<file path="src/rtl/washing_machine_pkg.sv">
// -----------------------------------------------------------------------------
// washing_machine_pkg
// Shared definitions for the washing machine control blocks: fill controller
// state encoding, fault codes, the load-size water level constants used by
// both load-size detection and the fill controller, and a level helper.
// No ports (package).
// -----------------------------------------------------------------------------
package washing_machine_pkg;

    typedef enum logic [2:0] {
        ST_IDLE   = 3'd0,
        ST_FILL   = 3'd1,
        ST_SETTLE = 3'd2,
        ST_DONE   = 3'd3,
        ST_FAULT  = 3'd4
    } fill_state_t;

    typedef enum logic [1:0] {
        FC_NONE    = 2'd0,
        FC_TIMEOUT = 2'd1,
        FC_INVALID = 2'd2
    } fault_code_t;

    // Target levels in sensor units, one per detected load size.
    localparam logic [9:0] LEVEL_SMALL  = 10'd175;
    localparam logic [9:0] LEVEL_MEDIUM = 10'd300;
    localparam logic [9:0] LEVEL_LARGE  = 10'd600;
    localparam logic [9:0] LEVEL_XLARGE = 10'd900;

    // Level subtraction clamped at empty, so a small target never wraps the
    // hysteresis threshold around to a huge value.
    function automatic logic [9:0] sat_sub(input logic [9:0] a, input logic [9:0] b);
        return (a > b) ? (a - b) : 10'd0;
    endfunction

endpackage

</file>
<file path="src/rtl/washing_machine_fill_timer.sv">
// -----------------------------------------------------------------------------
// washing_machine_fill_timer
// Saturating cycle counter that bounds the time spent filling.
// Ports:
//   clk     - rising-edge clock
//   reset   - asynchronous, active-high; count returns to 0
//   clear   - synchronous clear (held while the controller is not filling)
//   enable  - count one cycle
//   expired - high during the LIMIT-th enabled cycle since clear, and after,
//             so the controller leaves on exactly the LIMIT-th edge
// -----------------------------------------------------------------------------
module washing_machine_fill_timer #(
    parameter int              WIDTH = 16,
    parameter logic [WIDTH-1:0] LIMIT = 16'd1000
) (
    input  logic clk,
    input  logic reset,
    input  logic clear,
    input  logic enable,
    output logic expired
);

    logic [WIDTH-1:0] count;

    // NOTE: sequential state is assigned with <= so every flop samples the
    // pre-edge values of its inputs regardless of statement order.
    always_ff @(posedge clk or posedge reset) begin
        if (reset) begin
            count <= '0;
        end else if (clear) begin
            count <= '0;
        end else if (enable && (count != '1)) begin
            count <= count + WIDTH'(1);
        end
    end

    // count holds the number of completed cycles, so the current cycle is the
    // (count+1)-th; flag it when that reaches LIMIT.
    assign expired = (LIMIT == '0) || (count >= (LIMIT - WIDTH'(1)));

endmodule

</file>
<file path="src/rtl/washing_machine_water_fill_controller.sv">
// -----------------------------------------------------------------------------
// washing_machine_water_fill_controller
// Opens the inlet valve until the water level reaches the latched target,
// waits for the level to stay there for SETTLE_CYCLES, and reports done.
// Bounded by a timeout; invalid targets and timeouts raise a fault.
// Ports:
//   clk, reset    - rising-edge clock, asynchronous active-high reset
//   start         - request a fill (sampled only in IDLE)
//   target_level  - requested level, latched when start is accepted
//   level_sensor  - current water level
//   abort         - return to IDLE from any state, highest priority
//   ack           - acknowledge DONE or FAULT
//   valve_open    - inlet valve drive (high only in FILL)
//   busy          - high in FILL or SETTLE
//   fill_done     - high in DONE
//   fault         - high in FAULT
//   fault_code    - 0 none, 1 timeout, 2 invalid target
// All outputs are registered decodes of the next state, so they change on the
// same edge as the state register.
// -----------------------------------------------------------------------------
module washing_machine_water_fill_controller
    import washing_machine_pkg::*;
#(
    parameter int          SETTLE_CYCLES  = 4,
    parameter logic [15:0] TIMEOUT_CYCLES = 16'd1000,
    parameter logic [9:0]  HYST           = 10'd8,
    parameter logic [9:0]  MAX_LEVEL      = 10'd950
) (
    input  logic       clk,
    input  logic       reset,
    input  logic       start,
    input  logic [9:0] target_level,
    input  logic [9:0] level_sensor,
    input  logic       abort,
    input  logic       ack,
    output logic       valve_open,
    output logic       busy,
    output logic       fill_done,
    output logic       fault,
    output logic [1:0] fault_code
);

    // Settle count value at which one more good sample completes the fill.
    localparam logic [7:0] SETTLE_LAST = 8'(SETTLE_CYCLES - 1);

    fill_state_t state_q, state_d;
    logic [7:0]  settle_cnt, settle_d;
    logic [9:0]  target_q, target_d;
    logic [1:0]  code_d;
    logic        timer_run;
    logic        timer_expired;

    assign timer_run = (state_q == ST_FILL) || (state_q == ST_SETTLE);

    // Cleared whenever not filling, so it restarts from 0 on entry from IDLE
    // but keeps counting across SETTLE <-> FILL moves.
    washing_machine_fill_timer #(
        .WIDTH (16),
        .LIMIT (TIMEOUT_CYCLES)
    ) u_fill_timer (
        .clk     (clk),
        .reset   (reset),
        .clear   (!timer_run),
        .enable  (timer_run),
        .expired (timer_expired)
    );

    // NOTE: every signal written here gets a default first, so no path through
    // the case statement can leave one unassigned and infer a latch.
    always_comb begin
        state_d  = state_q;
        settle_d = settle_cnt;
        target_d = target_q;
        code_d   = fault_code;

        if (abort && (state_q != ST_IDLE)) begin
            state_d  = ST_IDLE;
            settle_d = 8'd0;
        end else begin
            unique case (state_q)
                ST_IDLE: begin
                    settle_d = 8'd0;
                    if (start && !abort) begin
                        if (target_level > MAX_LEVEL) begin
                            state_d = ST_FAULT;
                            code_d  = FC_INVALID;
                        end else if (target_level == 10'd0) begin
                            state_d = ST_DONE;
                        end else begin
                            target_d = target_level;
                            state_d  = ST_FILL;
                        end
                    end
                end
                ST_FILL: begin
                    if (timer_expired) begin
                        state_d = ST_FAULT;
                        code_d  = FC_TIMEOUT;
                    end else if (level_sensor >= target_q) begin
                        state_d  = ST_SETTLE;
                        settle_d = 8'd1;
                    end
                end
                ST_SETTLE: begin
                    // Timeout is tested first so it wins over settle completion.
                    if (timer_expired) begin
                        state_d = ST_FAULT;
                        code_d  = FC_TIMEOUT;
                    end else if (level_sensor >= target_q) begin
                        if (settle_cnt >= SETTLE_LAST) begin
                            state_d = ST_DONE;
                        end else begin
                            settle_d = settle_cnt + 8'd1;
                        end
                    end else if (level_sensor < sat_sub(target_q, HYST)) begin
                        state_d  = ST_FILL;
                        settle_d = 8'd0;
                    end
                    // Inside the hysteresis band: hold state and count.
                end
                ST_DONE: begin
                    if (ack) state_d = ST_IDLE;
                end
                ST_FAULT: begin
                    if (ack) state_d = ST_IDLE;
                end
                default: begin
                    state_d  = ST_IDLE;
                    settle_d = 8'd0;
                end
            endcase
        end

        // fault_code is only meaningful alongside fault.
        if (state_d != ST_FAULT) code_d = FC_NONE;
    end

    // NOTE: reset clears the latched target and counters too, so a fill
    // interrupted by reset leaves no stale context behind.
    always_ff @(posedge clk or posedge reset) begin
        if (reset) begin
            state_q    <= ST_IDLE;
            settle_cnt <= 8'd0;
            target_q   <= 10'd0;
            valve_open <= 1'b0;
            busy       <= 1'b0;
            fill_done  <= 1'b0;
            fault      <= 1'b0;
            fault_code <= FC_NONE;
        end else begin
            state_q    <= state_d;
            settle_cnt <= settle_d;
            target_q   <= target_d;
            valve_open <= (state_d == ST_FILL);
            busy       <= (state_d == ST_FILL) || (state_d == ST_SETTLE);
            fill_done  <= (state_d == ST_DONE);
            fault      <= (state_d == ST_FAULT);
            fault_code <= code_d;
        end
    end

endmodule
</file>
<file path="config.mk">
export PLATFORM = sky130hd
export DESIGN_NAME = washing_machine_water_fill_controller
export DESIGN_NICKNAME = d
export VERILOG_FILES = /design/src/rtl/washing_machine_pkg.sv /design/src/rtl/washing_machine_fill_timer.sv /design/src/rtl/washing_machine_water_fill_controller.sv
export SDC_FILE = /design/constraint.sdc
export NUM_CORES = 1
export LEC_CHECK = 0
export CORE_MARGIN = 5
export CORE_UTILIZATION = 25
export CTS_BUF_LIST = sky130_fd_sc_hd__clkbuf_8 sky130_fd_sc_hd__clkbuf_16
export DETAILED_ROUTE_END_ITERATION = 10
export RECOVER_POWER = 50
export SLEW_MARGIN = 20
export SYNTH_ARGS = -nofsm -noshare
export SYNTH_HDL_FRONTEND = slang
export SYNTH_SLANG_ARGS = --single-unit
</file>
<file path="constraint.sdc">
create_clock -name clk -period 2.8 [get_ports clk]
set_input_delay 0.7 -clock clk [delete_from_list [all_inputs] [get_ports clk]]
set_output_delay 0.7 -clock clk [all_outputs]
set_load 0.05 [all_outputs]
</file>
# --- Yosys cells after proc, flatten, opt, wreduce, memory -nomap -nowiden ---
# Index checks and enable logic that the tools add are counted.
op_classes:
  addsub: 3
  multipliers: 0
  n_div: 0
  magnitude_cmp: 6
  n_eq_ne: 21
  shifts: 0
  n_mux: 29
  bitwise: 3
  reduce_logical: 15
op_table:
  columns: ["op", "count"]
  rows:
  - ["$mux 8", 7]
  - ["$mux 16", 2]
  - ["$mux 3", 10]
  - ["$pmux 8 s3", 1]
  - ["$add 16x1->16 const B", 1]
  - ["$ge 16x10->1 const B", 1]
  - ["$ne 16x16->1 const B", 1]
  - ["$eq 3x2->1 const B", 4]
  - ["$mux 2", 6]
  - ["$pmux 3 s4", 1]
  - ["$ge 10x10->1", 1]
  - ["$gt 10x10->1 const B", 1]
  - ["$gt 10x4->1 const B", 1]
  - ["$logic_not 10->1", 1]
  - ["$lt 10x10->1", 1]
  - ["$mux 10", 1]
  - ["$reduce_and 5->1", 2]
  - ["$sub 10x4->10 const B", 1]
  - ["$ne 3x3->1 const B", 3]
  - ["$add 8x1->8 const B", 1]
  - ["$ge 8x2->1 const B", 1]
  - ["$eq 3x1->1 const B", 2]
  - ["$eq 3x3->1 const B", 2]
  - ["$ne 3x1->1 const B", 2]
  - ["other kinds (14)", 23]
word_totals:
  reg_bits: 43
  latchBits: 0
  ram_bits: 0
  romBits: 0
  inputBits: 25
  output_inout_bits: 6
  elab_cells: 86
  n_memories: 0

# --- Longest topological paths before layout ---
logic_depth:
  depth_word: 11
  depth_mapped: 14
  ltp_nobuf: 14

# --- Modules after synthesis ---
# Synthesis repeated with hierarchy kept, for this count alone.
unflattened:
  hier_cells: 317
  area_unflattened_um2: 2902.8
modules_own_cells:
  columns: ["mod", "instances", "cells_per_inst", "area_each_um2", "seq_area_each_um2"]
  rows:
  - ["washing_machine_water_fill_controller", 1, 214, 1949.4, 675.6]
  - ["washing_machine_fill_timer", 1, 103, 953.4, 400.4]

# --- Worst setup path before layout ---
# Ideal clock, no wire load.
synth_timing:
  path_type: "flip-flop to flip-flop"
  startpoint: "register target_q[3]"
  endpoint: "register settle_cnt[1]"
  setup_ps: 128
  t_arrival_ps: 2583
  t_required_ps: 2672
  slack_ps: 90
  path_stages_with_launch: 13
  period_less_slack_ps: 2710
  cell_sequence: "dfrtp_1 > inv_1 > ha_1 > and3_1 > nand3_1 > xnor2_1 > nand2_1 > ha_1 > nand3_1 > o311a_4 > and2_4 > o21ai_4 > mux2_1"
synth_between:
  elab_chain_cells: 5
  elab_cells_between_ends: 13
  cone_classes: "add/sub: 1; order compare: 3; eq/ne: 3; mux: 5; reduce/logical: 1"
synth_lines:
  columns: ["element", "line_no", "source"]
  rows:
  - ["start, declared", "washing_machine_water_fill_controller.sv:48", "logic [9:0] target_q, target_d;"]
  - ["start signal, assigned", "washing_machine_water_fill_controller.sv:153", "target_q <= target_d;"]
  - ["$sub 10x4->10, or another cell as far along", "washing_machine_pkg.sv:33", "return (a > b) ? (a - b) : 10'd0;"]
  - ["$mux 10 / $mux 8 (equally long branches)", "washing_machine_pkg.sv:33, washing_machine_water_fill_controller.sv:109", null]
  - ["$lt 10x10->1 / $mux 8 (equally long branches)", "washing_machine_water_fill_controller.sv:115, washing_machine_water_fill_controller.sv:106", null]
  - ["$ne 4x1->1 (no line) / $pmux 8 s3 (equally long branches)", null, null]
  - ["$reduce_and 6->1 (no line) / $mux 8 (equally long branches)", null, null]
  - ["end signal, assigned", "washing_machine_water_fill_controller.sv:152", "settle_cnt <= settle_d;"]
  - ["end, declared", "washing_machine_water_fill_controller.sv:47", "logic [7:0] settle_cnt, settle_d;"]
# Parallel ways exist; a longest one is shown, timed or not. The select of a mux whose other input is x is not followed.
# A chain may end at the register's enable or synchronous reset.

# --- Worst setup path in the final report ---
layout_timing:
  startpoint: "register target_q[3]"
  endpoint: "register busy"
layout_between:
  elab_chain_cells: 10
  elab_cells_between_ends: 15
  cone_classes: "add/sub: 1; order compare: 3; eq/ne: 2; mux: 8; reduce/logical: 1"
layout_lines:
  columns: ["element", "line_no", "source"]
  rows:
  - ["$sub 10x4->10 / $gt 10x4->1 (equally long branches)", "washing_machine_pkg.sv:33", null]
  - ["$mux 10", "washing_machine_pkg.sv:33", null]
  - ["$lt 10x10->1", "washing_machine_water_fill_controller.sv:115", "end else if (level_sensor < sat_sub(target_q, HYST)) begin"]
  - ["$mux 3", "washing_machine_water_fill_controller.sv:115", null]
  - ["$mux 3", "washing_machine_water_fill_controller.sv:109", "end else if (level_sensor >= target_q) begin"]
  - ["$mux 3", "washing_machine_water_fill_controller.sv:106", "if (timer_expired) begin"]
  - ["$pmux 3 s4 *", "washing_machine_water_fill_controller.sv:80", "unique case (state_q)"]
  - ["$mux 3 *", "washing_machine_water_fill_controller.sv:76", "if (abort && (state_q != ST_IDLE)) begin"]
  - ["$eq 3x1->1 / $eq 3x2->1 (equally long branches)", "washing_machine_water_fill_controller.sv:155", "busy <= (state_d == ST_FILL) || (state_d == ST_SETTLE);"]
  - ["$logic_or 1x1->1 *", "washing_machine_water_fill_controller.sv:155", null]
  - ["end signal, assigned", "washing_machine_water_fill_controller.sv:155", null]
  - ["end, declared", "washing_machine_water_fill_controller.sv:37", "output logic busy,"]
# Every way passes the cells marked *; elsewhere a longest branch is shown, timed or not.

==> metrics.txt <==
area grow syn2layout=34.4%; die area=between 10,000 and 15,000 um^2; Startpoint Class=register; HPWL reported at the end of detailed placement=between 4 and 5 mm; Routed WL per cell=13.0 um; post-route ant nets=0; YS warnings=0; Rows=38; clock sinks=43; Worst EP required=3.00 ns; HP Class=reg2reg; WP buf/inv=1; largest fanout on the critical path=3; max incr delay on CP=roughly 0.42 ns; cts bufs inserted=5; post-synthesis cell area=~2800 um^2; routability-driven placement congestion ratio=approximately 0.8; Antenna Cells=0; number of fill cells=between 1,000 and 1,500; final setup margin=about 0.026 ns; maximum VDD drop=about 0.27 mV; Total GRT Usage=between 9 and 10%; Hold Buf Count CTS=0; CP Data Arrival Time=just under 3 ns; reg2reg end=busy; final setup violation count=0; status=finished clean; Netlist cell types=60; sequential power share=between 20 and 30%; Core ar.=10,800 um^2; Die Y=between 100 and 150 um; vias in the first global route=2,343; drt first-iter violations=between 80 and 90; crit path time final=about 2.8 ns; period utilization=between 90% and 100%; root buffer cell=clkbuf_8; most common cell after layout, fill and taps aside=dfrtp_1; Clock Tree Buf Depth=2; htree depth=2; Starting Density=between 20% and 30%; CP Capture Type=register; sequential-to-total area share from yosys stat=approximately two fifths; Hold Startpoint=settle_cnt[7]; initial antenna violation count=0; largest net degree at the start of global routing=44; Vias/cell=roughly 4.7; Post-Route WL=6.46 mm; Synth Flop Type=dfrtp_1; Post-Syn Area per Cell=between 9 and 10 um^2; drt first pass iters=4; RR Startpoint=target_q[3]; FMAX=about 360 MHz; WHS Endpoint=settle_cnt[7]; Die X=between 100 and 150 um; post-synthesis instance total=~290; worst slew pin tran=approximately 1.0 ns; CP Class=reg2reg; nets=around 400; max-slew violations=0; combinational power share=roughly 60%; Clk network pwr share=12.1%; Post-synth EDFFs=0; Crit path max-delay family=compound AO/OA/AOI/OAI gates; Clock Skew=~0.0081 ns; CTS tree=built; share of cells above drive strength 1=22.2%; Place WS=-0.443 ns; Leakage=1.67 nW; Syn Nets=335; hold path cells=1; commonest cells after routing, fill and taps aside=dfrtp_1 (42), nor2_1 (40), buf_4 (29); DR vias=about 2,400; Port Buffers=30; sw frac=40.5%; max-capacitance violation count=0; ys async rst share=between 90% and 100%; R2R Setup Slk=around 0.026 ns; first-pass GRT wire length=roughly 11 mm; Worst-Skew Late Latency=slightly below 0.3 ns; Setup TNS=0 ns; crit-path cells=inv_2 > ha_4 > and3_4 > nand3_4 > xnor2_2 > nand2_2 > ha_4 > nand3_4 > o311a_4 > a221o_1 > a21oi_4 > mux2i_1; GR Overflow Total=0; slew margin rel.=~30%; I/O pins=31; CTS clk-pin slew, worst paths=0.07 ns; DRC viols=0; Final Hold Viols=0; P_int=between 1.5 and 2 mW; Net Sw Power=around 1.2 mW; #FFs+latches synth=43; WHS=between 0.5 and 0.6 ns; Slowest-stage cell, CP=dfrtp_1; Reg2Reg Depth=12; RSZ-0062 raised after global routing=yes; power per cell area=approximately 800 nW/um^2
==> state kept, by name, summed over array words and instances, names as in the netlist <==
name and count:
busy 1, fault 1, state_q 3, valve_open 1
settle_cnt 8, target_q 10, u_fill_timer.count 16, fault_code 2
fill_done 1
==> metrics by stage <==
step	utilization, %	cell area [um^2]	power [mW]	instances
global route	34.2	3710	3.21	496
global placement	31.7	3440	2.32	484
finish	34.2	3710	2.97	496
detailed placement	31.7	3440	2.37	484
floorplan	-	2760	1.84	288
CTS	32.9	3570	2.80	494
==> worst max path at each step <==
stage | start | end | slack [ns] | cells past startpoint
2_1_floorplan | target_q[3] | settle_cnt[1] | 0.09 | 12
6_report | target_q[3] | busy | 0.03 | 12
3_3_place_gp | level_sensor[0] | settle_cnt[1] | -0.34 | 10
3_5_place_dp | level_sensor[0] | settle_cnt[1] | -0.44 | 10
4_1_cts | target_q[3] | busy | 0.004 | 12
5_1_grt | target_q[3] | busy | -0.05 | 12
==> worst register-to-register path, stage by stage, from the launching register on <==
cell and delay, ns:
dfrtp_1 0.42, inv_2 0.09, ha_4 0.13, and3_4 0.21, nand3_4 0.09, xnor2_2 0.18, nand2_2 0.09, ha_4 0.28
nand3_4 0.06, o311a_4 0.39, a221o_1 0.37, a21oi_4 0.18, mux2i_1 0.21
==> area by class of cell <==
type / count / area, um^2 / area share [%]
clock inverters: 3 / 12.5 / 0.337
inverters: 19 / 71.3 / 1.92
multi-input cells: 224 / 1750 / 47.3
clock buffers: 5 / 68.8 / 1.85
well taps: 140 / 175 / 4.72
repair buffers: 62 / 553 / 14.9
flip-flops and latches: 43 / 1080 / 29.0
==> cell families (layout without fill, tap and decap cells) <==
logic type,count (synthesis),after routing,synth area share [%]
adders and majority gates,23,23,10.3
and+or+nand+nor,122,122,22.9
muxes,14,14,5.57
DFF,43,43,38.9
xor gates and xnor gates,15,15,4.76
buffers and inverters,21,89,2.85
AOI/OAI and AO/OA,50,50,14.6
==> routing by layer <==
metal	up-vias	track usage, %	share of wire, %
li1	1168	-	-
met1	1139	12.6	46
met2	36	16.9	50
met3	11	1.47	2.2
met4	0	2.58	1.4
met5	-	0	0
==> power by group through the flow <==
| stage | Clock, mW | Sequential [mW] | Combinational, mW |
|---|---|---|---|
| floorplan | 0 | 0.908 | 0.934 |
| global placement | 0 | 0.869 | 1.46 |
| detailed placement | 0 | 0.872 | 1.50 |
| CTS | 0.377 | 0.858 | 1.56 |
| global route | 0.407 | 0.887 | 1.92 |
| finish | 0.360 | 0.869 | 1.74 |
==> synth_stat cells (2+ instances only) <==
library cell	n	area [um^2]
xnor2_1	8	70.1
a211o_1	3	26.3
a211oi_1	2	15.0
a21o_1	3	22.5
a31oi_1	3	18.8
o21ai_1	5	25.0
and3_1	5	31.3
nand2_1	18	67.6
a21oi_1	10	50.1
nor3_1	5	25.0
xor2_1	7	61.3
o21ai_0	2	10.0
nand4_1	4	25.0
clkbuf_1	2	7.51
o31ai_1	2	15.0
ha_1	22	275
inv_1	18	67.6
mux2i_1	3	30.0
o21a_1	2	15.0
nor2b_1	3	18.8
and2_1	3	18.8
nor4_1	5	31.3
nand2b_1	7	43.8
nor2_1	41	154
mux2_2	10	113
or3_1	3	18.8
nand3_1	16	80.1
dfrtp_1	43	1080
o32ai_1	2	17.5
==> timing repair <==
action,4_1_cts,5_1_grt
resized for setup,12,21
endpoints found under the setup margin,11,9
buffers inserted,2,2
pin swaps,11,18
No activity file was read; power rests on OpenSTA's default activity.
